==> config.mk <==
export PLATFORM = sky130hd
export DESIGN_NAME = vga_fb_arbiter_flat
export DESIGN_NICKNAME = d
export VERILOG_FILES = /design/src/rtl/vga_fb_arbiter_if.sv /design/src/rtl/vga_fb_arbiter.sv /design/src/flat_wrapper.sv
export SDC_FILE = /design/constraint.sdc
export NUM_CORES = 1
export LEC_CHECK = 0
export ABC_AREA = 1
export BUFFER_PORTS_ARGS = -buffer_cell sky130_fd_sc_hd__clkbuf_2
export CAP_MARGIN = 20
export CORE_UTILIZATION = 50
export DETAILED_ROUTE_END_ITERATION = 8
export PLACE_DENSITY_LB_ADDON = 0.12
export SLEW_MARGIN = 30
export SYNTH_ARGS = -nofsm -noshare
export SYNTH_HDL_FRONTEND = slang
export SYNTH_SLANG_ARGS = --single-unit
==> constraint.sdc <==
create_clock -name Clk -period 9 [get_ports Clk]
set_clock_uncertainty 0.2 [all_clocks]
set_input_delay 1.8 -clock Clk [delete_from_list [all_inputs] [get_ports Clk]]
set_output_delay 1.8 -clock Clk [all_outputs]
set_load 0.01 [all_outputs]
==> src/rtl/vga_fb_arbiter_if.sv <==
// Bundles the pixel-source, host and framebuffer-RAM signals around vga_fb_arbiter.
// master = arbiter side, slave = surrounding logic (sync generator, host, RAM, output stage).
interface vga_fb_arbiter_if #(
    parameter int ADDR_W = 15,
    parameter int DATA_W = 12
);
    logic              PixelTick;
    logic [9:0]        PixelX;
    logic [9:0]        PixelY;
    logic [DATA_W-1:0] RGB;
    logic              HostReq;
    logic [ADDR_W-1:0] HostAddr;
    logic [DATA_W-1:0] HostWData;
    logic              HostAck;
    logic [ADDR_W-1:0] MemAddr;
    logic              MemWe;
    logic [DATA_W-1:0] MemWData;
    logic [DATA_W-1:0] MemRData;
`ifdef VGA_FB_READBACK_EN
    logic              HostWe;
    logic [DATA_W-1:0] HostRData;

    modport master (
        input  PixelTick, PixelX, PixelY, HostReq, HostAddr, HostWData, HostWe, MemRData,
        output RGB, HostAck, HostRData, MemAddr, MemWe, MemWData
    );
    modport slave (
        output PixelTick, PixelX, PixelY, HostReq, HostAddr, HostWData, HostWe, MemRData,
        input  RGB, HostAck, HostRData, MemAddr, MemWe, MemWData
    );
`else
    modport master (
        input  PixelTick, PixelX, PixelY, HostReq, HostAddr, HostWData, MemRData,
        output RGB, HostAck, MemAddr, MemWe, MemWData
    );
    modport slave (
        output PixelTick, PixelX, PixelY, HostReq, HostAddr, HostWData, MemRData,
        input  RGB, HostAck, MemAddr, MemWe, MemWData
    );
`endif
endinterface

==> src/rtl/vga_fb_arbiter.sv <==
// Shares one single-port framebuffer RAM between look-ahead pixel reads and host writes (VGA_FB_READBACK_EN adds host reads).
// Latency: pixel colour registered on the PixelTick after its read; host acked combinationally when issued, <=2 cycles in active video.
// Backpressure: host holds HostReq until HostAck; a visible-pixel read always owns its slot.
module vga_fb_arbiter #(
    parameter int H_RES       = 640,
    parameter int V_RES       = 480,
    parameter int H_TOTAL     = 800,
    parameter int V_TOTAL     = 525,
    parameter int SCALE_SHIFT = 2,
    parameter int ADDR_W      = 15,
    parameter int DATA_W      = 12
) (
    input  logic             Clk,
    input  logic             Reset,
    vga_fb_arbiter_if.master bus
);
    localparam int          FB_W    = H_RES >> SCALE_SHIFT;
    localparam int          FB_H    = V_RES >> SCALE_SHIFT;
    localparam logic [31:0] FB_SIZE = 32'(FB_W * FB_H);
    localparam logic [9:0]  H_LAST  = 10'(H_TOTAL - 1);
    localparam logic [9:0]  V_LAST  = 10'(V_TOTAL - 1);
    localparam logic [9:0]  H_VIS   = 10'(H_RES);
    localparam logic [9:0]  V_VIS   = 10'(V_RES);

    logic              tick_d;
    logic              fetch_pending;
    logic [DATA_W-1:0] rgb_q;
    logic [ADDR_W-1:0] addr_q;
    logic [DATA_W-1:0] wdata_q;

    logic [9:0]        nx;
    logic [9:0]        ny;
    logic              next_vis;
    logic [ADDR_W-1:0] video_addr;
    logic              vid_read;
    logic              host_go;
    logic              host_wr;
    logic              host_in_range;

    logic [ADDR_W-1:0] mem_addr;
    logic [DATA_W-1:0] mem_wdata;
    logic              mem_we;
    logic              host_ack;

    // Coordinate of the pixel that follows the one currently on the counters.
    always_comb begin
        nx = '0;
        ny = bus.PixelY;
        if (bus.PixelX < H_LAST) begin
            nx = bus.PixelX + 10'd1;
        end else if (bus.PixelY == V_LAST) begin
            ny = '0;
        end else begin
            ny = bus.PixelY + 10'd1;
        end
    end

    assign next_vis   = (nx < H_VIS) && (ny < V_VIS);
    assign video_addr = ADDR_W'(20'(ny >> SCALE_SHIFT) * 20'(FB_W) + 20'(nx >> SCALE_SHIFT));

    assign vid_read      = !Reset && tick_d && next_vis;
    assign host_go       = !Reset && !vid_read && bus.HostReq;
    assign host_in_range = 32'(bus.HostAddr) < FB_SIZE;

`ifdef VGA_FB_READBACK_EN
    assign host_wr = bus.HostWe;
`else
    assign host_wr = 1'b1;
`endif

    // Address/data hold their last issued value so the RAM pins stay quiet when idle.
    always_comb begin
        mem_addr  = addr_q;
        mem_wdata = wdata_q;
        mem_we    = 1'b0;
        host_ack  = 1'b0;
        if (Reset) begin
            mem_addr  = '0;
            mem_wdata = '0;
        end else if (vid_read) begin
            mem_addr = video_addr;
        end else if (host_go) begin
            mem_addr  = bus.HostAddr;
            mem_wdata = bus.HostWData;
            mem_we    = host_wr && host_in_range;
            host_ack  = 1'b1;
        end
    end

    always_ff @(posedge Clk) begin
        if (Reset) begin
            tick_d        <= 1'b0;
            fetch_pending <= 1'b0;
            rgb_q         <= '0;
            addr_q        <= '0;
            wdata_q       <= '0;
        end else begin
            tick_d  <= bus.PixelTick;
            addr_q  <= mem_addr;
            wdata_q <= mem_wdata;
            if (bus.PixelTick) begin
                rgb_q         <= fetch_pending ? bus.MemRData : '0;
                fetch_pending <= 1'b0;
            end else if (vid_read) begin
                fetch_pending <= 1'b1;
            end
        end
    end

`ifdef VGA_FB_READBACK_EN
    logic              rd_pending;
    logic              rd_in_range;
    logic [DATA_W-1:0] host_rdata_q;

    // Read data arrives one cycle after the ack; out-of-range reads return zero.
    always_ff @(posedge Clk) begin
        if (Reset) begin
            rd_pending   <= 1'b0;
            rd_in_range  <= 1'b0;
            host_rdata_q <= '0;
        end else begin
            rd_pending  <= host_go && !host_wr;
            rd_in_range <= host_in_range;
            if (rd_pending) begin
                host_rdata_q <= rd_in_range ? bus.MemRData : '0;
            end
        end
    end

    assign bus.HostRData = host_rdata_q;
`endif

    assign bus.RGB      = rgb_q;
    assign bus.HostAck  = host_ack;
    assign bus.MemAddr  = mem_addr;
    assign bus.MemWe    = mem_we;
    assign bus.MemWData = mem_wdata;
endmodule

==> src/flat_wrapper.sv <==
// flat-port wrapper written by rule: the top's interface ports become plain ports
module vga_fb_arbiter_flat 
#(
    parameter int H_RES       = 640,
    parameter int V_RES       = 480,
    parameter int H_TOTAL     = 800,
    parameter int V_TOTAL     = 525,
    parameter int SCALE_SHIFT = 2,
    parameter int ADDR_W      = 15,
    parameter int DATA_W      = 12
)
  (Clk, Reset, bus_PixelTick, bus_PixelX, bus_PixelY, bus_HostReq, bus_HostAddr, bus_HostWData, bus_MemRData, bus_RGB, bus_HostAck, bus_MemAddr, bus_MemWe, bus_MemWData);
  vga_fb_arbiter_if #(.ADDR_W(ADDR_W), .DATA_W(DATA_W)) bus_i ();
  input  logic Clk;
  input  logic Reset;
  input wire logic [$bits(bus_i.PixelTick)-1:0] bus_PixelTick;
  input wire logic [$bits(bus_i.PixelX)-1:0] bus_PixelX;
  input wire logic [$bits(bus_i.PixelY)-1:0] bus_PixelY;
  input wire logic [$bits(bus_i.HostReq)-1:0] bus_HostReq;
  input wire logic [$bits(bus_i.HostAddr)-1:0] bus_HostAddr;
  input wire logic [$bits(bus_i.HostWData)-1:0] bus_HostWData;
  input wire logic [$bits(bus_i.MemRData)-1:0] bus_MemRData;
  output wire logic [$bits(bus_i.RGB)-1:0] bus_RGB;
  output wire logic [$bits(bus_i.HostAck)-1:0] bus_HostAck;
  output wire logic [$bits(bus_i.MemAddr)-1:0] bus_MemAddr;
  output wire logic [$bits(bus_i.MemWe)-1:0] bus_MemWe;
  output wire logic [$bits(bus_i.MemWData)-1:0] bus_MemWData;
  assign bus_i.PixelTick = bus_PixelTick;
  assign bus_i.PixelX = bus_PixelX;
  assign bus_i.PixelY = bus_PixelY;
  assign bus_i.HostReq = bus_HostReq;
  assign bus_i.HostAddr = bus_HostAddr;
  assign bus_i.HostWData = bus_HostWData;
  assign bus_i.MemRData = bus_MemRData;
  assign bus_RGB = bus_i.RGB;
  assign bus_HostAck = bus_i.HostAck;
  assign bus_MemAddr = bus_i.MemAddr;
  assign bus_MemWe = bus_i.MemWe;
  assign bus_MemWData = bus_i.MemWData;
  vga_fb_arbiter #(.H_RES(H_RES), .V_RES(V_RES), .H_TOTAL(H_TOTAL), .V_TOTAL(V_TOTAL), .SCALE_SHIFT(SCALE_SHIFT), .ADDR_W(ADDR_W), .DATA_W(DATA_W)) u_core (.Clk(Clk), .Reset(Reset), .bus(bus_i));
endmodule
==> metrics.md, run 1 <==
| Metric | Value |
|---|---|
| Post-synthesis mux area share | `0.01932` |
| Clock latency on the worst-skew pair | `0.29 ns` |
| Worst-Margin Slew | `0.7211 ns` |
| Seq. cell area | `approximately 820 um^2` |
| Port bufs | `roughly 100` |
| Pre-Repair DR Iteration Count | `4` |
| Max_cap viols | `0` |
| Drt wl/cell | `10.50 um` |
| FILL cells | `601` |
| Placer Congestion | `0.8940` |
| Total Wirelength | `7.256 mm` |
| CP startpoint kind | `input port` |
| Largest family of logic cells by synthesized area | `simple AND/OR/NAND/NOR gates` |
| Via density | `4.851` |
| Adder-cell share of the synthesized area | `0.07327` |
| Power Dens Cells | `141.2 mW/mm^2` |
| Post_cts resized | `0` |
| DP Area | `0.003628 mm^2` |
| Net Sw Power | `0.1678 mW` |
| Placed cells | `between 600 and 700` |
| Final number of hold-violating endpoints | `0` |
| Ys Warns | `0` |
| Cts bufs inserted | `5` |
| Leakage power | `2.217 nW` |
| Multi-input logic area | `0.001924 mm^2` |
| CTS tree | `done` |
| RSZ-0062 raised after global routing | `false` |
| IR Drop Worst-Case VDD | `between 0.09 and 0.1 mV` |
| Pins Over Slew Limit | `0` |
| Internal power | `0.3641 mW` |
| Worst Path Required | `7.00 ns` |
| Simple-gate share of the synthesized area | `0.4364` |
| Setup_tns | `0 ns` |
| Initial DRC count | `roughly 180` |
| First-pass GRT wire length | `between 10 and 15 mm` |
| Post-Synthesis Cell Area | `0.003108 mm^2` |
| Xor/xnor cell area share of the yosys netlist | `0.02536` |
| Crit Path Max Fanout | `14` |
| CP Capture Type | `primary output` |
| Tmin final | `7.217 ns` |
| Die width | `between 80 and 90 um` |
| Peak Freq | `138.6 MHz` |
| NumNets Final | `695` |
| Die height | `80.84 um` |
| GR Overflow Total | `0` |
| Share of cells above drive strength 1 | `0.2094` |
| Post-Syn Area per Cell | `5.977 um^2` |
| #FFs+latches synth | `41` |
| Design area | `approximately 0.0038 mm^2` |
| Starting Density | `0.5218` |
| Synth-to-Final Area Change | `21.18%` |
| Post-route insts no fill | `a little under 700` |
| Total GRT Usage | `0.2266` |
| Sequential Power Share | `0.363` |
| Setup slack after layout | `1.783 ns` |
| DP Wirelength | `5.608 mm` |
| Comb pwr share | `0.302` |
| Ant. Diodes | `0` |
| # clock sinks | `41` |
| Min-Delay Path Class | `reg2reg` |
| DRT antenna net count | `0` |
| Syn nets | `600` |
| Fin util | `0.6324` |
| Post-synthesis sequential area ratio | `0.2641` |
| Initial antenna violation count | `0` |
| Main area contributors after synthesis | `dfxtp_1 (26%), nand2_1 (20%), nor2_1 (9.9%)` |
| Pwr Total | `0.5318 mW` |
| Worst setup path class | `in2out` |
| Synth area leader | `dfxtp_1` |
| Dpl ws | `1.881 ns` |
| Top cell type's share of synthesized area | `0.2641` |
| CTS max path bufs | `2` |
| Row count | `28` |
| Switching share of power | `0.3154` |
| Hold_ws | `0.2665 ns` |
| Core area | `roughly 0.0060 mm^2` |
| Compound-gate portion of the synthesized area | `0.06481` |
| H-tree depth | `2` |
| Number of setup buffers added after CTS | `0` |
| Residual DRC count | `0` |
| Slew margin rel. | `0.5163` |
| Final period utilization | `0.8018` |
| Vias in the first global route | `2885` |
| Pin count of the biggest net entering global routing | `45` |
| Root buf cell | `clkbuf_8` |
| Setup Viol. Count Final | `0` |
| Die area | `0.006535 mm^2` |
| Io pins | `104` |
| Clock transition at the registers of the reported paths | `~0.09 ns` |
| Vias post-DR | `3352` |
| Netlist cell types | `33` |
| Crit path DAT | `5.22 ns` |
| Status | `finished, final reports clean` |
| Synth Instances | `520` |
| Clk pwr share | `0.336` |
| # hold bufs at CTS | `0` |
## layout by cell type (no fill, tap or decap)
master / instances
clkbuf_2: 103
bufinv_16: 2
nor3b_1: 1
o21ai_2: 1
inv_1: 66
a21oi_1: 21
clkinv_1: 3
nand3_1: 47
nor4_1: 1
inv_2: 2
dfxtp_1: 41
xor2_1: 8
ha_1: 15
nand2_1: 168
nor2_1: 82
nand4_1: 6
nand3_4: 1
nand2_4: 1
a31oi_1: 1
fa_1: 2
inv_6: 1
o21ai_0: 11
mux2i_1: 6
clkbuf_8: 5
nand3_2: 1
or2_2: 3
nor2_2: 1
buf_4: 1
a21oi_2: 3
nor3_1: 4
nand3b_1: 3
xnor2_1: 1
nand2_2: 4
## final timing paths
path | start | endpoint | slack [ns] | cells past startpoint
min reg2reg | u_core.bus.RGB[0] | u_core.bus.RGB[0] | 0.27 | 2
max reg2reg | u_core.tick_d | u_core.wdata_q[6] | 7.14 | 6
max | bus_PixelX[0] | bus_MemAddr[14] | 1.78 | 25
min | u_core.bus.RGB[0] | u_core.bus.RGB[0] | 0.27 | 2
## cells in the mapped netlist (all sizes together)
cell,instances
nand3,49
o21ai,12
a21oi,24
xnor2,1
nand2,173
mux2i,6
dfxtp,41
fa,2
nor3,4
nor4,1
clkbuf,8
a31oi,1
xor2,8
nand4,6
nand3b,3
ha,15
clkinv,3
inv,68
nor3b,1
buf,8
nor2,83
or2,3
## cells by family (layout without fill, tap and decap cells)
family                   after synthesis  in the layout
AO/OA/AOI/OAI                         37             37
XOR/XNOR                               9              9
adder cells (fa/ha/maj)               17             17
buffers and inverters                 87            183
flip-flops                            41             41
multiplexers                           6              6
AND/OR/NAND/NOR                      323            323
## flip-flops by register name (all words and copies together) (netlist names)
name,flops
u_core.tick_d,1
u_core.addr_q,15
u_core.bus.RGB,12
u_core.fetch_pending,1
u_core.wdata_q,12
## metal layers
| layer | GRT usage | vias up | share of wire |
|---|---|---|---|
| met2 | 0.3933 | 83 | 0.46 |
| met3 | 0.03820 | 7 | 0.049 |
| li1 | - | 1809 | - |
| met4 | 0.05893 | 0 | 0.0099 |
| met5 | 0 | - | 0 |
| met1 | 0.2883 | 1453 | 0.48 |
## area by class of cell
type / instances / area share
sequential: 41 / 0.2179
timing repair buffer: 104 / 0.1389
multi-input combinational: 392 / 0.5110
clock buffer: 5 / 0.01827
clock inverter: 3 / 0.01827
inverter: 71 / 0.07076
tap: 75 / 0.02492
## power by group through the flow
| stage | Clock (mW) | Sequential, mW | Combinational (mW) |
|---|---|---|---|
| 2_1_floorplan | 0 | 0.197 | 0.114 |
| 3_3_place_gp | 0 | 0.197 | 0.156 |
| 3_5_place_dp | 0 | 0.197 | 0.158 |
| 4_1_cts | 0.182 | 0.193 | 0.160 |
| 5_1_grt | 0.190 | 0.194 | 0.184 |
| 6_report | 0.179 | 0.193 | 0.160 |
## critical path, cell delays in order
cell and delay (ns):
clkbuf_2 0.09, nand2_1 0.12, nor2_1 0.16, nand3_2 0.17, nand2_4 0.20, inv_2 0.08, nor2_1 0.09, inv_1 0.06
nand3_1 0.11, inv_1 0.09, ha_1 0.28, ha_1 0.23, inv_1 0.08, fa_1 0.42, nor2_1 0.15, nand4_1 0.13
nand2_1 0.08, nand2_1 0.08, nor2_1 0.15, nand2_1 0.09, nor2_1 0.09, nand3_1 0.10, a21oi_2 0.16, nor2_1 0.07
clkbuf_2 0.13
Power figures use the tool's default switching activity.
==> run 2: changes to the inputs <==
ABC_AREA = 0   (was 1)
clock period = 6.9 ns   (was 9 ns; I/O delays follow)
==> run 2 against run 1 <==
Net effect:
- non-clock buffer count increased by 5
- combinational power increased by 10%
- design area is 0.83% lower
- first-iteration DRC count shrank 13%
- core utilization decreased by 0.53 points
- synthesized cell count down 25%
- synthesized area grew 0.40%
- setup slack worse by 1.3 ns
- sequential power increased by 31%
- critical endpoint is now bus_MemAddr[13]
==> metrics.md, run 2 <==
| Metric | Value |
|---|---|
| CTS tree | `done` |
| Synth Instances | `388 (-25%)` |
| # hold bufs at CTS | `0 (unchanged)` |
| Min-Delay Path Class | `reg2reg` |
| Post-Syn Area per Cell | `8.043 um^2 (+35%)` |
| DP Wirelength | `5.717 mm (+1.9%)` |
| Total GRT Usage | `0.2492 (+0.02267)` |
| Seq. cell area | `820.8 um^2 (unchanged)` |
| CP peak stage delay | `0.40 ns (-0.02 ns)` |
| Vias post-DR | `3158 (-5.8%)` |
| Post-synth top cells | `dfxtp_1 (41), nand4_1 (30), nor2_1 (30), nand3_1 (29), a21oi_1 (24)` |
| Final number of hold-violating endpoints | `0 (unchanged)` |
| Most flops, register | `u_core.addr_q` |
| Setup Viol. Count Final | `0 (unchanged)` |
| EDFF count, synth | `0 (unchanged)` |
| Port bufs | `103 (unchanged)` |
| Reg2reg start | `u_core.tick_d` |
| Crit path buffers/inverters | `3 (-3)` |
| Drt wl/cell | `13.97 um (+33%)` |
| GR Overflow Total | `0 (unchanged)` |
| Number of setup buffers added after CTS | `0 (unchanged)` |
| Reg2Reg Depth | `5 (-1)` |
| Initial antenna violation count | `0 (unchanged)` |
| Core area | `0.005956 mm^2 (unchanged)` |
| Syn nets | `468 (-22%)` |
| Clock latency on the worst-skew pair | `0.29 ns (about the same)` |
| Die height | `81 um (+0.20%)` |
| Power Dens Cells | `159.8 mW/mm^2 (+13%)` |
| Commonest non-fill, non-tap cell in the layout | `clkbuf_2` |
| Setup_tns | `0 ns (unchanged)` |
| FF-to-FF End | `u_core.addr_q[9]` |
| Crit. Startpoint | `bus_PixelX[7]` |
| Min-Delay Path Depth | `2 (unchanged)` |
| Pins Over Slew Limit | `0 (unchanged)` |
| Peak Freq | `154.9 MHz` |
| Placer Congestion | `0.8838 (-1.1%)` |
| Post_cts resized | `0 (unchanged)` |
| Vias in the first global route | `2880 (-0.17%)` |
| Worst setup path class | `in2out` |
| Commonest cells after routing, fill and taps aside | `clkbuf_2 (103), dfxtp_1 (41), nor2_1 (30), nand4_1 (30), nand3_1 (29)` |
| Top Usage Layer GRT | `met2` |
| Tmin final | `6.455 ns` |
| Pin count of the biggest net entering global routing | `58 (+29%)` |
| Ys Warns | `0 (unchanged)` |
| Crit Path Max Fanout | `7 (-7)` |
| Die area | `0.006561 mm^2 (+0.40%)` |
| Crit path DAT | `4.87 ns (-0.35 ns)` |
| Hold Path End | `u_core.fetch_pending` |
| Multi-input logic area | `0.002122 mm^2 (+10%)` |
| Synth-to-Final Area Change | `19.69%` |
| Via density | `5.752 (+19%)` |
| RSZ-0062 raised after global routing | `false` |
| Pre-Repair DR Iteration Count | `4 (unchanged)` |
| CP top delay family | `compound AO/OA/AOI/OAI gates` |
| FILL cells | `538 (-10%)` |
| First-pass GRT wire length | `12.86 mm (+8.2%)` |
| Final period utilization | `0.9355` |
| Max_cap viols | `0 (unchanged)` |
| Main area contributors after synthesis | `dfxtp_1 (26%), ha_1 (6.0%), nand4_1 (6.0%)` |
| Total Wirelength | `7.667 mm (+5.7%)` |
| Number of flip-flops under the largest register name | `15 (unchanged)` |
| Residual DRC count | `0 (unchanged)` |
| NumNets Final | `553 (-20%)` |
| #FFs+latches synth | `41 (unchanged)` |
| Synth area leader | `dfxtp_1` |
| Worst-Margin Slew | `0.8214 ns (+0.1003 ns)` |
| CP Capture Type | `primary output` |
| Clock transition at the registers of the reported paths | `0.08 ns (about the same)` |
| Worst path cell trace | `clkbuf_2 > o311a_1 > a41o_1 > and3_1 > o22a_1 > ha_1 > ha_1 > inv_1 > fa_1 > nand2b_1 > o2bb2ai_1 > xnor2_1 > nand3_1 > xor2_1 > a211oi_1 > clkbuf_2` |
| Ys flop type | `dfxtp_1` |
| Share of cells above drive strength 1 | `0.2637 (+0.05430)` |
| DRT antenna net count | `0 (unchanged)` |
| Starting Density | `0.5239 (+0.002101)` |
| Synth async-reset ratio | `0 (unchanged)` |
| Hold Startpoint | `u_core.fetch_pending` |
| # clock sinks | `41 (unchanged)` |
| DP Area | `0.003638 mm^2 (+0.28%)` |
| Met1 usage | `0.3345 (+0.04623)` |
| Top cell type's share of synthesized area | `0.2630 (-0.001059)` |
| Worst Path Required | `5.32 ns (-1.68 ns)` |
| GRT met2 Usage | `0.4034 (+0.01008)` |
| Initial DRC count | `152 (-13%)` |
| CP startpoint kind | `input port` |
| Die width | `81 um (+0.20%)` |
| Design area | `0.003735 mm^2 (-0.83%)` |
| Most common cell in the netlist | `dfxtp_1` |
| Met3 usage | `0.05506 (+0.01685)` |
| Leakage power | `1.694 nW (-24%)` |
| Post-Synthesis Cell Area | `0.003120 mm^2 (+0.40%)` |
| R2r setup slk | `5.01 ns (-2.13 ns)` |
| Row count | `28 (unchanged)` |
| Levels on crit path | `16 (-36%)` |
| H-tree depth | `2 (unchanged)` |
| Status | `finished, final reports clean` |
| Cts bufs inserted | `5 (unchanged)` |
| IR Drop Worst-Case VDD | `0.1290 mV (+43%)` |
| Root buf cell | `clkbuf_8` |
| CTS max path bufs | `2 (unchanged)` |
| Io pins | `104 (unchanged)` |
| Ant. Diodes | `0 (unchanged)` |
| Slew margin rel. | `0.4504 (-0.06591)` |
| Max stage delay cell, worst path | `fa_1` |
| Post-synthesis sequential area ratio | `0.2630 (-0.001059)` |
| Netlist cell types | `51 (+55%)` |
[run 2: how the worst max path moves through the flow]
stage               slack (ns)               to
floorplan                 0.63  bus_MemAddr[13]
global placement          0.53  bus_MemAddr[13]
detailed placement        0.48  bus_MemAddr[13]
CTS                       0.45  bus_MemAddr[13]
global route              0.11  bus_MemAddr[14]
finish                    0.45  bus_MemAddr[13]
[run 2: cell families (layout without fill, tap and decap cells)]
family | count (synthesis) | after routing | synth area share
AOI/OAI and AO/OA | 75 | 75 | 0.1736
xor gates and xnor gates | 22 | 22 | 0.06175
adders and majority gates | 17 | 17 | 0.07298
buffers and inverters | 42 | 128 | 0.05694
DFF | 41 | 41 | 0.2630
muxes | 17 | 17 | 0.05854
and+or+nand+nor | 174 | 174 | 0.3132
[run 2: layout make-up]
class | count | share of cell area
clock inverters | 2 | 0.003685
inverters | 11 | 0.01106
flip-flops and latches | 41 | 0.2198
repair buffers | 109 | 0.1501
multi-input cells | 305 | 0.5682
clock buffers | 6 | 0.02211
well taps | 75 | 0.02513
[run 2: stage by stage]
step	setup slack, ns	std cells	hold WS (ns)	total power, mW	utilization
final	0.4452	549	0.3025	0.5967	0.6271
after global routing	0.1054	549	0.3358	0.6323	0.6271
after CTS	0.4502	549	0.3085	0.6017	0.6271
after detailed placement	0.4830	541	0.2864	0.4337	0.6109
after global placement	0.5252	541	0.2759	0.4307	0.6109
after floorplan	0.6260	388	0.2634	0.3764	-
[run 2: worst register-to-register path, stage by stage (launching register included)]
cell	delay, ns
dfxtp_1	0.31
inv_1	0.06
a2111oi_4	0.20
and2_1	0.51
buf_4	0.36
o31ai_1	0.12
[run 2: routing by layer]
metal,vias to the layer above,part of all wire
met2,91,0.44
met3,7,0.061
li1,1607,-
met4,0,0.0098
met5,-,0
met1,1453,0.49
[run 2: power by group]
part           leakage, nW  switching (mW)  total, mW  internal (mW)
clock               0.0512          0.0858      0.167         0.0811
combinational         1.31          0.0998      0.176         0.0767
sequential           0.336         0.00429      0.253          0.249
